$ cat src/rtl/m_multiplier_seq_if.sv
// Request/response bundle between the execute stage and the iterative RV32M multiplier.
// The master side is the execute stage; the slave side is m_multiplier_seq.
interface m_multiplier_seq_if;
  logic        in_valid;
  logic        in_ready;
  logic [31:0] rs1;
  logic [31:0] rs2;
  logic [1:0]  sel;
  logic        out_valid;
  logic        out_ready;
  logic [31:0] rd;
  logic        busy;

  modport master (
    output in_valid, rs1, rs2, sel, out_ready,
    input  in_ready, out_valid, rd, busy
  );

  modport slave (
    input  in_valid, rs1, rs2, sel, out_ready,
    output in_ready, out_valid, rd, busy
  );
endinterface

$ cat src/rtl/m_multiplier_seq.sv
// Iterative shift-add RV32M multiplier (MUL/MULH/MULHSU/MULHU), one multiplier bit per cycle.
// Optional macro M_MUL_EARLY_OUT_EN ends the RUN phase once the remaining multiplier bits are zero.
module m_multiplier_seq (
  input  logic             clk,
  input  logic             rst_n,
  input  logic             flush,
  m_multiplier_seq_if.slave bus
);

  typedef enum logic [1:0] {
    ST_IDLE = 2'd0,
    ST_RUN  = 2'd1,
    ST_SIGN = 2'd2,
    ST_DONE = 2'd3
  } state_t;

  state_t      state_r;
  state_t      state_s;
  logic [1:0]  sel_r;
  logic [63:0] mcand_r;
  logic [31:0] mplier_r;
  logic [63:0] acc_r;
  logic [4:0]  cnt_r;
  logic        neg_r;
  logic [31:0] rd_r;

  logic        accept_s;
  logic        rs1_signed_s;
  logic        rs2_signed_s;
  logic [31:0] mplier_shift_s;
  logic        run_last_s;
  logic [63:0] final_s;

  // |v| of a two's-complement word; 0x80000000 maps to itself, read as unsigned
  function automatic logic [31:0] abs32(input logic [31:0] v);
    logic [31:0] r;
    if (v[31]) begin
      r = ~v + 32'd1;
    end else begin
      r = v;
    end
    return r;
  endfunction

  assign accept_s       = bus.in_valid & bus.in_ready & ~flush;
  assign rs1_signed_s   = (bus.sel == 2'b01) || (bus.sel == 2'b10);
  assign rs2_signed_s   = (bus.sel == 2'b01);
  assign mplier_shift_s = mplier_r >> 1;
  assign final_s        = neg_r ? (~acc_r + 64'd1) : acc_r;

`ifdef M_MUL_EARLY_OUT_EN
  assign run_last_s = (cnt_r == 5'd31) || (mplier_shift_s == 32'd0);
`else
  assign run_last_s = (cnt_r == 5'd31);
`endif

  assign bus.in_ready  = (state_r == ST_IDLE);
  assign bus.out_valid = (state_r == ST_DONE);
  assign bus.busy      = (state_r != ST_IDLE);
  assign bus.rd        = rd_r;

  // State register
  always_ff @(posedge clk) begin
    if (!rst_n) begin
      state_r <= ST_IDLE;
    end else begin
      state_r <= state_s;
    end
  end

  // Next-state logic; flush kills whatever is in flight
  always_comb begin
    state_s = state_r;
    if (flush) begin
      state_s = ST_IDLE;
    end else begin
      case (state_r)
        ST_IDLE: begin
          if (accept_s) begin
            state_s = ST_RUN;
          end else begin
            state_s = ST_IDLE;
          end
        end
        ST_RUN: begin
          if (run_last_s) begin
            state_s = ST_SIGN;
          end else begin
            state_s = ST_RUN;
          end
        end
        ST_SIGN: begin
          state_s = ST_DONE;
        end
        ST_DONE: begin
          if (bus.out_ready) begin
            state_s = ST_IDLE;
          end else begin
            state_s = ST_DONE;
          end
        end
        default: begin
          state_s = ST_IDLE;
        end
      endcase
    end
  end

  // Datapath: operand capture, shift-add iterations, sign fix-up and result latch
  always_ff @(posedge clk) begin
    if (!rst_n) begin
      sel_r    <= 2'b00;
      mcand_r  <= 64'd0;
      mplier_r <= 32'd0;
      acc_r    <= 64'd0;
      cnt_r    <= 5'd0;
      neg_r    <= 1'b0;
      rd_r     <= 32'd0;
    end else if (!flush) begin
      case (state_r)
        ST_IDLE: begin
          if (accept_s) begin
            sel_r    <= bus.sel;
            mcand_r  <= {32'd0, rs1_signed_s ? abs32(bus.rs1) : bus.rs1};
            mplier_r <= rs2_signed_s ? abs32(bus.rs2) : bus.rs2;
            neg_r    <= (bus.rs1[31] & rs1_signed_s) ^ (bus.rs2[31] & rs2_signed_s);
            acc_r    <= 64'd0;
            cnt_r    <= 5'd0;
          end
        end
        ST_RUN: begin
          if (mplier_r[0]) begin
            acc_r <= acc_r + mcand_r;
          end
          mcand_r  <= mcand_r << 1;
          mplier_r <= mplier_shift_s;
          cnt_r    <= cnt_r + 5'd1;
        end
        ST_SIGN: begin
          acc_r <= final_s;
          rd_r  <= (sel_r == 2'b00) ? final_s[31:0] : final_s[63:32];
        end
        ST_DONE: begin
          rd_r <= rd_r;
        end
        default: begin
          rd_r <= rd_r;
        end
      endcase
    end
  end

endmodule

$ cat src/flat_wrapper.sv
// flat-port wrapper written by rule: the top's interface ports become plain ports
module m_multiplier_seq_flat 
  (clk, rst_n, flush, bus_in_valid, bus_rs1, bus_rs2, bus_sel, bus_out_ready, bus_in_ready, bus_out_valid, bus_rd, bus_busy);
  m_multiplier_seq_if bus_i ();
  input  logic clk;
  input  logic rst_n;
  input  logic flush;
  input wire logic [$bits(bus_i.in_valid)-1:0] bus_in_valid;
  input wire logic [$bits(bus_i.rs1)-1:0] bus_rs1;
  input wire logic [$bits(bus_i.rs2)-1:0] bus_rs2;
  input wire logic [$bits(bus_i.sel)-1:0] bus_sel;
  input wire logic [$bits(bus_i.out_ready)-1:0] bus_out_ready;
  output wire logic [$bits(bus_i.in_ready)-1:0] bus_in_ready;
  output wire logic [$bits(bus_i.out_valid)-1:0] bus_out_valid;
  output wire logic [$bits(bus_i.rd)-1:0] bus_rd;
  output wire logic [$bits(bus_i.busy)-1:0] bus_busy;
  assign bus_i.in_valid = bus_in_valid;
  assign bus_i.rs1 = bus_rs1;
  assign bus_i.rs2 = bus_rs2;
  assign bus_i.sel = bus_sel;
  assign bus_i.out_ready = bus_out_ready;
  assign bus_in_ready = bus_i.in_ready;
  assign bus_out_valid = bus_i.out_valid;
  assign bus_rd = bus_i.rd;
  assign bus_busy = bus_i.busy;
  m_multiplier_seq u_core (.clk(clk), .rst_n(rst_n), .flush(flush), .bus(bus_i));
endmodule
$ cat config.mk
export PLATFORM = sky130hd
export DESIGN_NAME = m_multiplier_seq_flat
export DESIGN_NICKNAME = d
export VERILOG_FILES = /design/src/rtl/m_multiplier_seq_if.sv /design/src/rtl/m_multiplier_seq.sv /design/src/flat_wrapper.sv
export SDC_FILE = /design/constraint.sdc
export NUM_CORES = 1
export LEC_CHECK = 0
export BUFFER_PORTS_ARGS = -buffer_cell sky130_fd_sc_hd__buf_4
export CORE_MARGIN = 2
export CORE_UTILIZATION = 40
export CTS_CLUSTER_DIAMETER = 60
export CTS_CLUSTER_SIZE = 10
export DETAILED_ROUTE_END_ITERATION = 10
export HOLD_SLACK_MARGIN = 0.06
export PLACE_DENSITY = 0.56
export SLEW_MARGIN = 10
export SYNTH_ARGS = -nofsm -noshare
export SYNTH_HDL_FRONTEND = slang
export SYNTH_SLANG_ARGS = --single-unit
export TNS_END_PERCENT = 10
$ cat constraint.sdc
create_clock -name clk -period 7.5 [get_ports clk]
set_clock_uncertainty 0.2 [all_clocks]
set_input_delay 2.25 -clock clk [delete_from_list [all_inputs] [get_ports clk]]
set_output_delay 2.25 -clock clk [all_outputs]
set_load 0.005 [all_outputs]
==> run_results.csv, run 1 <==
group,metric,value,unit
critical_path,end_kind,"flop",
routing,drc,0,
floorplan,ios,106,
yosys,syn_area,15500,sq um
routing,wl_per_cell,19.23,um
grt,grt_usage,0.2509,
clocking,postCtsSetupBuffers,0,
grt,grt_pass1_wl,82.17,mm
critical_path,critPathRequiredTime,7.75,ns
routing,first_pass_iters,5,
clocking,cts_sinks,202,
clocking,cts_root_buf,"clkbuf_16",
clocking,cts_hold_buffers,0,
yosys,synth_area_leader_cell,"dfxtp_1",
status,outcome,"finished clean",
critical_path,cp.arrival,5.03,ns
pwr,power.leakage,6.830,nW
yosys,ys_seq_elements,202,
floorplan,initial_utilization,0.4029,
grt,grt_pass1_vias,14710,
yosys,yosysWarnings,0,
grt,grt-ovfl-total,0,
pwr,peakVddDrop,0.1173,mV
routing,routed_wl,52.10,mm
clocking,htree_levels,1,
critical_path,worstSetupStartpointType,"input port",
place,dpl_worst_slack,2.260,ns
final_layout,final_nets,2321,
place,io_buffer_count,105,
min_path,min_path_cells,2,
routing,drt_iter0_markers,1255,
yosys,yosys.area.top_type_share,0.2609,
yosys,synth.area.top_cells,"dfxtp_1 26%, a21oi_1 9.0%, nand2_1 8.6%",
grt,grt_start_max_net_pins,85,
min_path,min_path_type,"flop to flop",
clocking,cts_resized,0,
clocking,cts_tree,"done",
routing,antenna_left,0,
sta,final-hold-violation-count,0,
sta,tightest_slew,1.021,ns
clocking,clock_latency,0.55,ns
place,gp_congestion,0.9094,
sta,rsz0062_at_grt,"no",
yosys,synth_enable_flop_cells,0,
sta,setup_tns,0,ns
pwr,power.total,2.763,mW
routing,vias,15950,
final_layout,utilization,0.4534,
yosys,dominantRegCellSynth,"dfxtp_1",
pwr,power_density,158.4,nW/um^2
yosys,yosysMostFrequentCell,"nand2_1",
critical_path,crit_fanout,26,
sta,drv_slew,0,
final_layout,syn_to_final_growth,12.54,%
sta,fin_ws,2.719,ns
final_layout,drive_gt1_frac,0.08942,
sta,period_share,0.6374,
sta,period_needed,4.781,ns
floorplan,die_y,200.8,um
yosys,syn_inst,2172,
yosys,synth_nets,2317,
sta,maxSlewHeadroom,0.3196,
floorplan,dieArea,40330,sq um
routing,via_per_inst,5.887,
run,cap_violations,0,
grt,antenna_found_initial,2,
floorplan,die_w,200.8,um
sta,max_freq,0.2092,GHz
yosys,synth_area_per_cell,7.135,sq um
final_layout,n_antenna_cell,0,
clocking,cts_buffer_depth,3,
yosys,ys_types,82,
yosys,yosysSeqAreaShare,0.2609,
sta,finalSetupViolations,0,
yosys,ys_top_cells_by_count,"355 x nand2_1, 280 x a21oi_1, 202 x dfxtp_1, 160 x o21ai_0, 147 x nor2_1",
place,dp_hpwl,39.06,mm
floorplan,rows,72,
clocking,clk_pin_slew,0.06,ns
clocking,numCtsBuffers,29,
yosys,synthArstFlopShare,0,
critical_path,worstSetupPathType,"input port to flop",
floorplan,core-area,38470,sq um
critical_path,reg2reg_depth,12,
-- critical path, cell delays in order --
cell and delay [ns]:
buf_4 0.09, inv_1 0.06, a21oi_1 0.28, and2_1 0.47
and3_1 0.91, nand2_1 0.39, or3_1 0.41, a31oi_1 0.18
-- per-layer routing --
| layer | GRT usage | vias up | share of wire |
|---|---|---|---|
| met5 | 0 | - | 0.00035 |
| met4 | 0.1003 | 2 | 0.040 |
| met3 | 0.03734 | 102 | 0.065 |
| met2 | 0.3798 | 534 | 0.43 |
| met1 | 0.3570 | 7445 | 0.47 |
| li1 | - | 7870 | - |
-- placed cells by master (no fill, tap or decap), types with 43 or more instances in the layout --
| master | n |
|---|---|
| nor2_1 | 145 |
| dfxtp_1 | 201 |
| buf_4 | 120 |
| xnor2_1 | 96 |
| o21ai_0 | 160 |
| nand2_1 | 354 |
| a21o_1 | 47 |
| xor2_1 | 65 |
| nand3_1 | 64 |
| nor3_1 | 60 |
| ha_1 | 72 |
| inv_1 | 43 |
| a21oi_1 | 280 |
-- cells by family after synthesis --
kind of cell    synth area share
compound gates            0.2977
xor+xnor                 0.09099
fa+ha+maj                0.06023
buf+inv                  0.04763
flops                     0.2609
mux                     0.001292
simple gates              0.2412
-- state kept, by name, summed over array words and instances, names as in the netlist --
signal,cells
u_core.bus.rd,32
u_core.mcand_r,64
u_core.state_r,2
u_core.sel_r,2
u_core.mplier_r,32
u_core.acc_r,64
u_core.cnt_r,5
u_core.neg_r,1
-- path summary, 6_finish.rpt --
path	startpoint	end	slack, ns
min	u_core.bus.rd[30]	u_core.bus.rd[30]	0.25
min reg2reg	u_core.bus.rd[30]	u_core.bus.rd[30]	0.25
max reg2reg	u_core.mcand_r[0]	u_core.acc_r[60]	3.24
max	bus_in_valid	u_core.acc_r[43]	2.72
-- cell type report --
class / instances / area, sq um
clock buffer: 35 / 758.2
multi-input combinational: 1778 / 10750
inverter: 44 / 167.7
fill: 3964 / 21030
tap: 518 / 648.1
clock inverter: 12 / 150.1
sequential: 202 / 4045
timing repair buffer: 121 / 920.9
-- per-stage QoR --
stage	cells	hold WS, ns	area, sq um
floorplan	2172	0.2267	15500
global placement	2663	0.2332	16530
detailed placement	2663	0.2374	16530
CTS	2710	0.2462	17440
global route	2710	0.2659	17440
finish	2710	0.2451	17440
-- where the power goes --
group	total [mW]	switching, mW	internal (mW)
logic	0.310	0.199	0.111
clock network	1.33	0.517	0.813
registers	1.12	0.0239	1.10
total	2.76	0.741	2.02
No activity file was read; power rests on OpenSTA's default activity.
==> run 2, diff against run 1 <==
==> constraint.sdc (replaced) <==
create_clock -name clk -period 4.62 [get_ports clk]
set_clock_uncertainty 0.2 [all_clocks]
set_input_delay 1.386 -clock clk [delete_from_list [all_inputs] [get_ports clk]]
set_output_delay 1.386 -clock clk [all_outputs]
set_load 0.005 [all_outputs]
==> run 2 against run 1 <==
  * Register-to-register slack got worse by 2.7 ns
  * Sequential share of layout area fell by 0.21 points
  * Cell area rose by 0.93%
  * Global-route usage rose by 0.34 points
  * Via count rose by 0.93%
  * Combinational power rose by 65%
  * Count of clock-buffer cells in the layout did not move
==> run_results.csv, run 2 (synthesis gave the netlist of run 1 again) <==
group,metric,value,unit
status,outcome,"finished clean",
routing,wl_per_cell,19.45,um
critical_path,cp-startpoint,"u_core.mcand_r[0]",
critical_path,worstSetupPathType,"flop to flop",
grt,grt_usage,0.2543,
grt,grt-ovfl-total,0,
critical_path,reg2reg_depth,12,
critical_path,cp.arrival,4.35,ns
place,gp_congestion,0.9103,
pwr,p_int,3.263,mW
sta,period_share,0.8936,
floorplan,core-area,38470,sq um
min_path,min_path_type,"flop to flop",
clocking,clock_latency,0.57,ns
floorplan,rows,72,
clocking,cts_resized,0,
sta,rsz0062_at_grt,"no",
clocking,numCtsBuffers,29,
place,dp_hpwl,39.59,mm
routing,routed_wl,53.14,mm
floorplan,dieArea,40330,sq um
floorplan,initial_utilization,0.4029,
pwr,power_density,255.5,nW/um^2
pwr,p_switching,1.235,mW
routing,wl_met1,24.95,mm
floorplan,ios,106,
clocking,clk_pin_slew,0.06,ns
run,cap_violations,0,
routing,drt_iter0_markers,1269,
grt,grt_pass1_vias,14940,
grt,grt_pass1_wl,83.31,mm
critical_path,rr_endpoint,"u_core.acc_r[56]",
sta,max_freq,0.2422,GHz
critical_path,crit_end,"u_core.acc_r[56]",
sta,final-hold-violation-count,0,
final_layout,layout_commonest_cell,"nand2_1",
final_layout,drive_gt1_frac,0.09937,
sta,tightest_slew,1.071,ns
pwr,clkPwrFrac,0.481,
routing,antenna_left,0,
sta,fin_ws,0.4917,ns
clocking,cts_hold_buffers,0,
final_layout,reg.largest.list,"u_core.acc_r x64, u_core.mcand_r x64",
routing,wl_met2,23.12,mm
pwr,peakVddDrop,0.2171,mV
sta,setup_tns,0,ns
routing,first_pass_iters,6,
final_layout,final_nets,2344,
routing,via_per_inst,5.893,
clocking,cts_tree,"done",
critical_path,timing.rr.start,"u_core.mcand_r[0]",
clocking,htree_levels,1,
final_layout,final_cell_mix,"354 x nand2_1, 280 x a21oi_1, 201 x dfxtp_1",
sta,drv_slew,0,
sta,period_needed,4.128,ns
pwr,power.leakage,6.948,nW
clocking,cts_buffer_depth,3,
critical_path,end_kind,"flop",
pwr,swShare,0.2745,
clocking,cts_root_buf,"clkbuf_16",
pwr,pwr-share-comb,0.114,
place,io_buffer_count,105,
final_layout,utilization,0.4576,
clocking,cts_sinks,202,
pwr,seq_power_share,0.405,
floorplan,die_w,200.8,um
critical_path,critPathRequiredTime,4.84,ns
place,dpl_worst_slack,0.3826,ns
clocking,postCtsSetupBuffers,0,
grt,antenna_found_initial,1,
routing,vias,16100,
routing,drc,0,
sta,finalSetupViolations,0,
critical_path,worstSetupStartpointType,"flop",
routing,wl_met3,3.500,mm
final_layout,n_antenna_cell,0,
final_layout,fillers,3994,
final_layout,syn_to_final_growth,13.58,%
sta,maxSlewHeadroom,0.2841,
routing,top_layer,"met5",
critical_path,rrSetupSlack,0.49,ns
grt,grt_start_max_net_pins,75,
critical_path,crit_fanout,3,
floorplan,die_y,200.8,um
## run 2: changes by cell type in the layout (fill, tap and decap cells not counted), sizes merged
cell,delta
bufinv,-1
clkinvlp,-2
buf,+23
clkinv,-1
inv,+3
## run 2: worst max-delay path: stages (launching register included)
cell	delay [ns]
dfxtp_1	0.44
ha_1	0.26
inv_1	0.07
fa_1	0.41
nor2b_1	0.21
o2111ai_1	0.20
and4b_1	0.27
o32ai_1	0.50
o211ai_1	0.30
a211oi_1	0.59
o21ai_0	0.22
a21boi_0	0.23
o31ai_1	0.09
## run 2: worst min-delay path by stage
stage | from | to | cells past startpoint
6_report | u_core.bus.rd[29] | u_core.bus.rd[29] | 2
5_1_grt | u_core.bus.rd[26] | u_core.bus.rd[26] | 2
4_1_cts | u_core.bus.rd[29] | u_core.bus.rd[29] | 2
3_5_place_dp | u_core.bus.rd[29] | u_core.bus.rd[29] | 2
3_3_place_gp | u_core.bus.rd[29] | u_core.bus.rd[29] | 2
2_1_floorplan | u_core.mplier_r[27] | u_core.mplier_r[27] | 2
## run 2: metrics by stage
step	power, mW	area, sq um	instances	hold slack [ns]
6_report	4.498	17600	2732	0.2396
5_1_grt	4.671	17600	2732	0.2552
4_1_cts	4.529	17600	2732	0.2435
3_5_place_dp	2.367	16700	2686	0.2344
3_3_place_gp	2.359	16700	2686	0.2337
2_1_floorplan	2.173	15500	2172	0.2267
## run 2: cell type report
cell class | count | area [sq um] | area share
flip-flops and latches | 202 | 4045 | 0.2298
well taps | 518 | 648.1 | 0.03682
clock inverters | 11 | 118.9 | 0.006753
inverters | 44 | 167.7 | 0.009525
repair buffers | 144 | 1094 | 0.06213
multi-input cells | 1778 | 10750 | 0.6107
clock buffers | 35 | 778.2 | 0.04421
## run 2: power groups by stage
stage | combinational, mW | clock [mW] | sequential (mW)
after global placement | 0.502 | 0 | 1.86
final | 0.513 | 2.16 | 1.82
after global routing | 0.567 | 2.28 | 1.83
after detailed placement | 0.508 | 0 | 1.86
after CTS | 0.510 | 2.20 | 1.82
after floorplan | 0.336 | 0 | 1.84
## run 2: routing by layer
layer | vias up | GRT usage
met5 | - | 0
met4 | 2 | 0.07460
met3 | 85 | 0.03912
met2 | 535 | 0.3989
met1 | 7577 | 0.3601
li1 | 7902 | -
==> run 3, diff against run 2 <==
--- a/config.mk
+++ b/config.mk
@@ -12,7 +12,7 @@
 export CTS_CLUSTER_SIZE = 10
 export DETAILED_ROUTE_END_ITERATION = 10
 export HOLD_SLACK_MARGIN = 0.06
-export PLACE_DENSITY = 0.56
+export PLACE_DENSITY = 0.6
 export SLEW_MARGIN = 10
 export SYNTH_ARGS = -nofsm -noshare
 export SYNTH_HDL_FRONTEND = slang
==> run 3 against run 2 <==
  * Global-route usage shrank 0.49 points
  * Combinational power shrank 0.8%
  * Final cell count is essentially flat
  * Fmax grew 0.45%
  * Worst hold slack gained 0.0038 ns
  * Sequential share of layout area is essentially flat
  * Via count grew 1.2%
  * Count of clock-buffer cells in the layout is the same
  * First-iteration DRC count grew 23%
  * Sequential power is essentially flat
==> run_results.csv, run 3 (synthesis gave the netlist of run 1 again) <==
group,metric,value,unit
place,gp_congestion,0.9181,
pwr,power.leakage,6.931,nW
sta,period_needed,4.110,ns
place,placed_area,16700,sq um
run,cap_violations,0,
final_layout,final_nets,2342,
grt,grt_start_max_net_pins,88,
clocking,cts_tree,"done",
grt,grt-ovfl-total,0,
min_path,min_path_type,"flop to flop",
final_layout,layout_commonest_cell,"nand2_1",
final_layout,drive_gt1_frac,0.09806,
sta,drv_slew,0,
place,dp_hpwl,38.91,mm
clocking,clk_pin_slew,0.06,ns
sta,final-hold-violation-count,0,
floorplan,core-area,38470,sq um
routing,routed_wl,52.14,mm
floorplan,die_y,200.8,um
routing,first_pass_iters,5,
sta,setup_tns,0,ns
min_path,min_path_cells,2,
grt,grt_pass1_wl,82.39,mm
floorplan,initial_utilization,0.4029,
sta,finalSetupViolations,0,
critical_path,crit_chain,"ha_1 -> a21o_1 -> a211oi_1 -> o211ai_1 -> a31o_2 -> a21oi_1 -> o21ai_0 -> a21boi_0 -> nor4_1 -> a221o_1",
clocking,cts_resized,0,
critical_path,end_kind,"flop",
routing,drc,0,
clocking,cts_sinks,202,
floorplan,die_w,200.8,um
min_path,min_to,"u_core.bus.rd[23]",
critical_path,crit_family,"compound AO/OA/AOI/OAI gates",
critical_path,critPathRequiredTime,4.88,ns
sta,maxSlewHeadroom,0.2886,
critical_path,path_buf_inv,0,
grt,antenna_found_initial,0,
clocking,htree_levels,1,
final_layout,final_cell_area,17590,sq um
grt,grt_pass1_vias,14770,
sta,rsz0062_at_grt,"no",
routing,wl_per_cell,19.09,um
place,dpl_worst_slack,0.3589,ns
min_path,hold_start,"u_core.bus.rd[23]",
critical_path,crit_fanout,10,
sta,max_freq,0.2433,GHz
sta,fin_ws,0.5101,ns
final_layout,n_antenna_cell,0,
routing,drt_iter0_markers,1565,
place,io_buffer_count,105,
critical_path,timing.rr.start,"u_core.acc_r[4]",
final_layout,final_cell_mix,"354 x nand2_1, 280 x a21oi_1, 201 x dfxtp_1",
critical_path,slowest_stage,"a21boi_0",
grt,grt_usage,0.2494,
critical_path,reg2reg_depth,10,
floorplan,rows,72,
routing,antenna_left,0,
final_layout,syn_to_final_growth,13.48,%
floorplan,dieArea,40330,sq um
routing,vias,16300,
critical_path,rrSetupSlack,0.51,ns
pwr,peakVddDrop,0.2650,mV
final_layout,utilization,0.4572,
status,outcome,"finished clean",
floorplan,ios,106,
clocking,cts_hold_buffers,0,
critical_path,cp.arrival,4.37,ns
routing,via_per_inst,5.967,
final_layout,reg.largest.list,"u_core.acc_r x64, u_core.mcand_r x64",
sta,tightest_slew,1.065,ns
clocking,numCtsBuffers,29,
clocking,postCtsSetupBuffers,0,
critical_path,worstSetupStartpointType,"flop",
sta,period_share,0.8896,
clocking,clock_latency,0.57,ns
critical_path,crit_path_max_incr_delay,0.55,ns
clocking,cts_root_buf,"clkbuf_16",
clocking,cts_buffer_depth,3,
critical_path,worstSetupPathType,"flop to flop",
pwr,power_density,254.4,nW/um^2
critical_path,rr_endpoint,"u_core.acc_r[57]",
-- run 3: worst register-to-register path, cell delays in order, from the launching register on --
cell      delay, ns
dfxtp_1        0.53
ha_1           0.35
a21o_1         0.24
a211oi_1       0.42
o211ai_1       0.18
a31o_2         0.30
a21oi_1        0.44
o21ai_0        0.41
a21boi_0       0.55
nor4_1         0.10
a221o_1        0.27
-- run 3: report_power, final --
part	internal, mW	switching (mW)
sequential	1.78	0.0403
clock	1.27	0.877
combinational	0.187	0.322
total	3.24	1.24
-- run 3: per-stage QoR --
step,instances,hold WS [ns],total power [mW]
2_1_floorplan,2172,0.2267,2.173
3_3_place_gp,2684,0.2334,2.354
3_5_place_dp,2684,0.2357,2.363
4_1_cts,2731,0.2440,4.500
5_1_grt,2731,0.2626,4.629
6_report,2731,0.2434,4.474
-- run 3: cell type report --
class	instances	area, sq um
tap	518	648.1
sequential	202	4045
multi-input combinational	1778	10750
clock inverter	12	126.4
clock buffer	35	758.2
inverter	44	167.7
fill	3936	20880
timing repair buffer	142	1091
-- run 3: worst max-delay path by stage --
stage | end | slack, ns | from | cells after the start
2_1_floorplan | u_core.mcand_r[30] | 0.71 | bus_rs1[5] | 9
3_3_place_gp | u_core.mcand_r[30] | 0.37 | bus_rs1[5] | 10
3_5_place_dp | u_core.mcand_r[30] | 0.36 | bus_rs1[5] | 10
4_1_cts | u_core.acc_r[57] | 0.59 | u_core.acc_r[4] | 10
5_1_grt | u_core.acc_r[57] | 0.37 | u_core.acc_r[4] | 10
6_report | u_core.acc_r[57] | 0.51 | u_core.acc_r[4] | 10
-- run 3: routing by layer --
layer / wire length, um / up-vias / track usage
met5: 0 / - / 0
met1: 24020 / 7654 / 0.3542
met3: 3836 / 104 / 0.03831
met4: 1684 / 0 / 0.07619
met2: 22600 / 617 / 0.3884
li1: - / 7922 / -
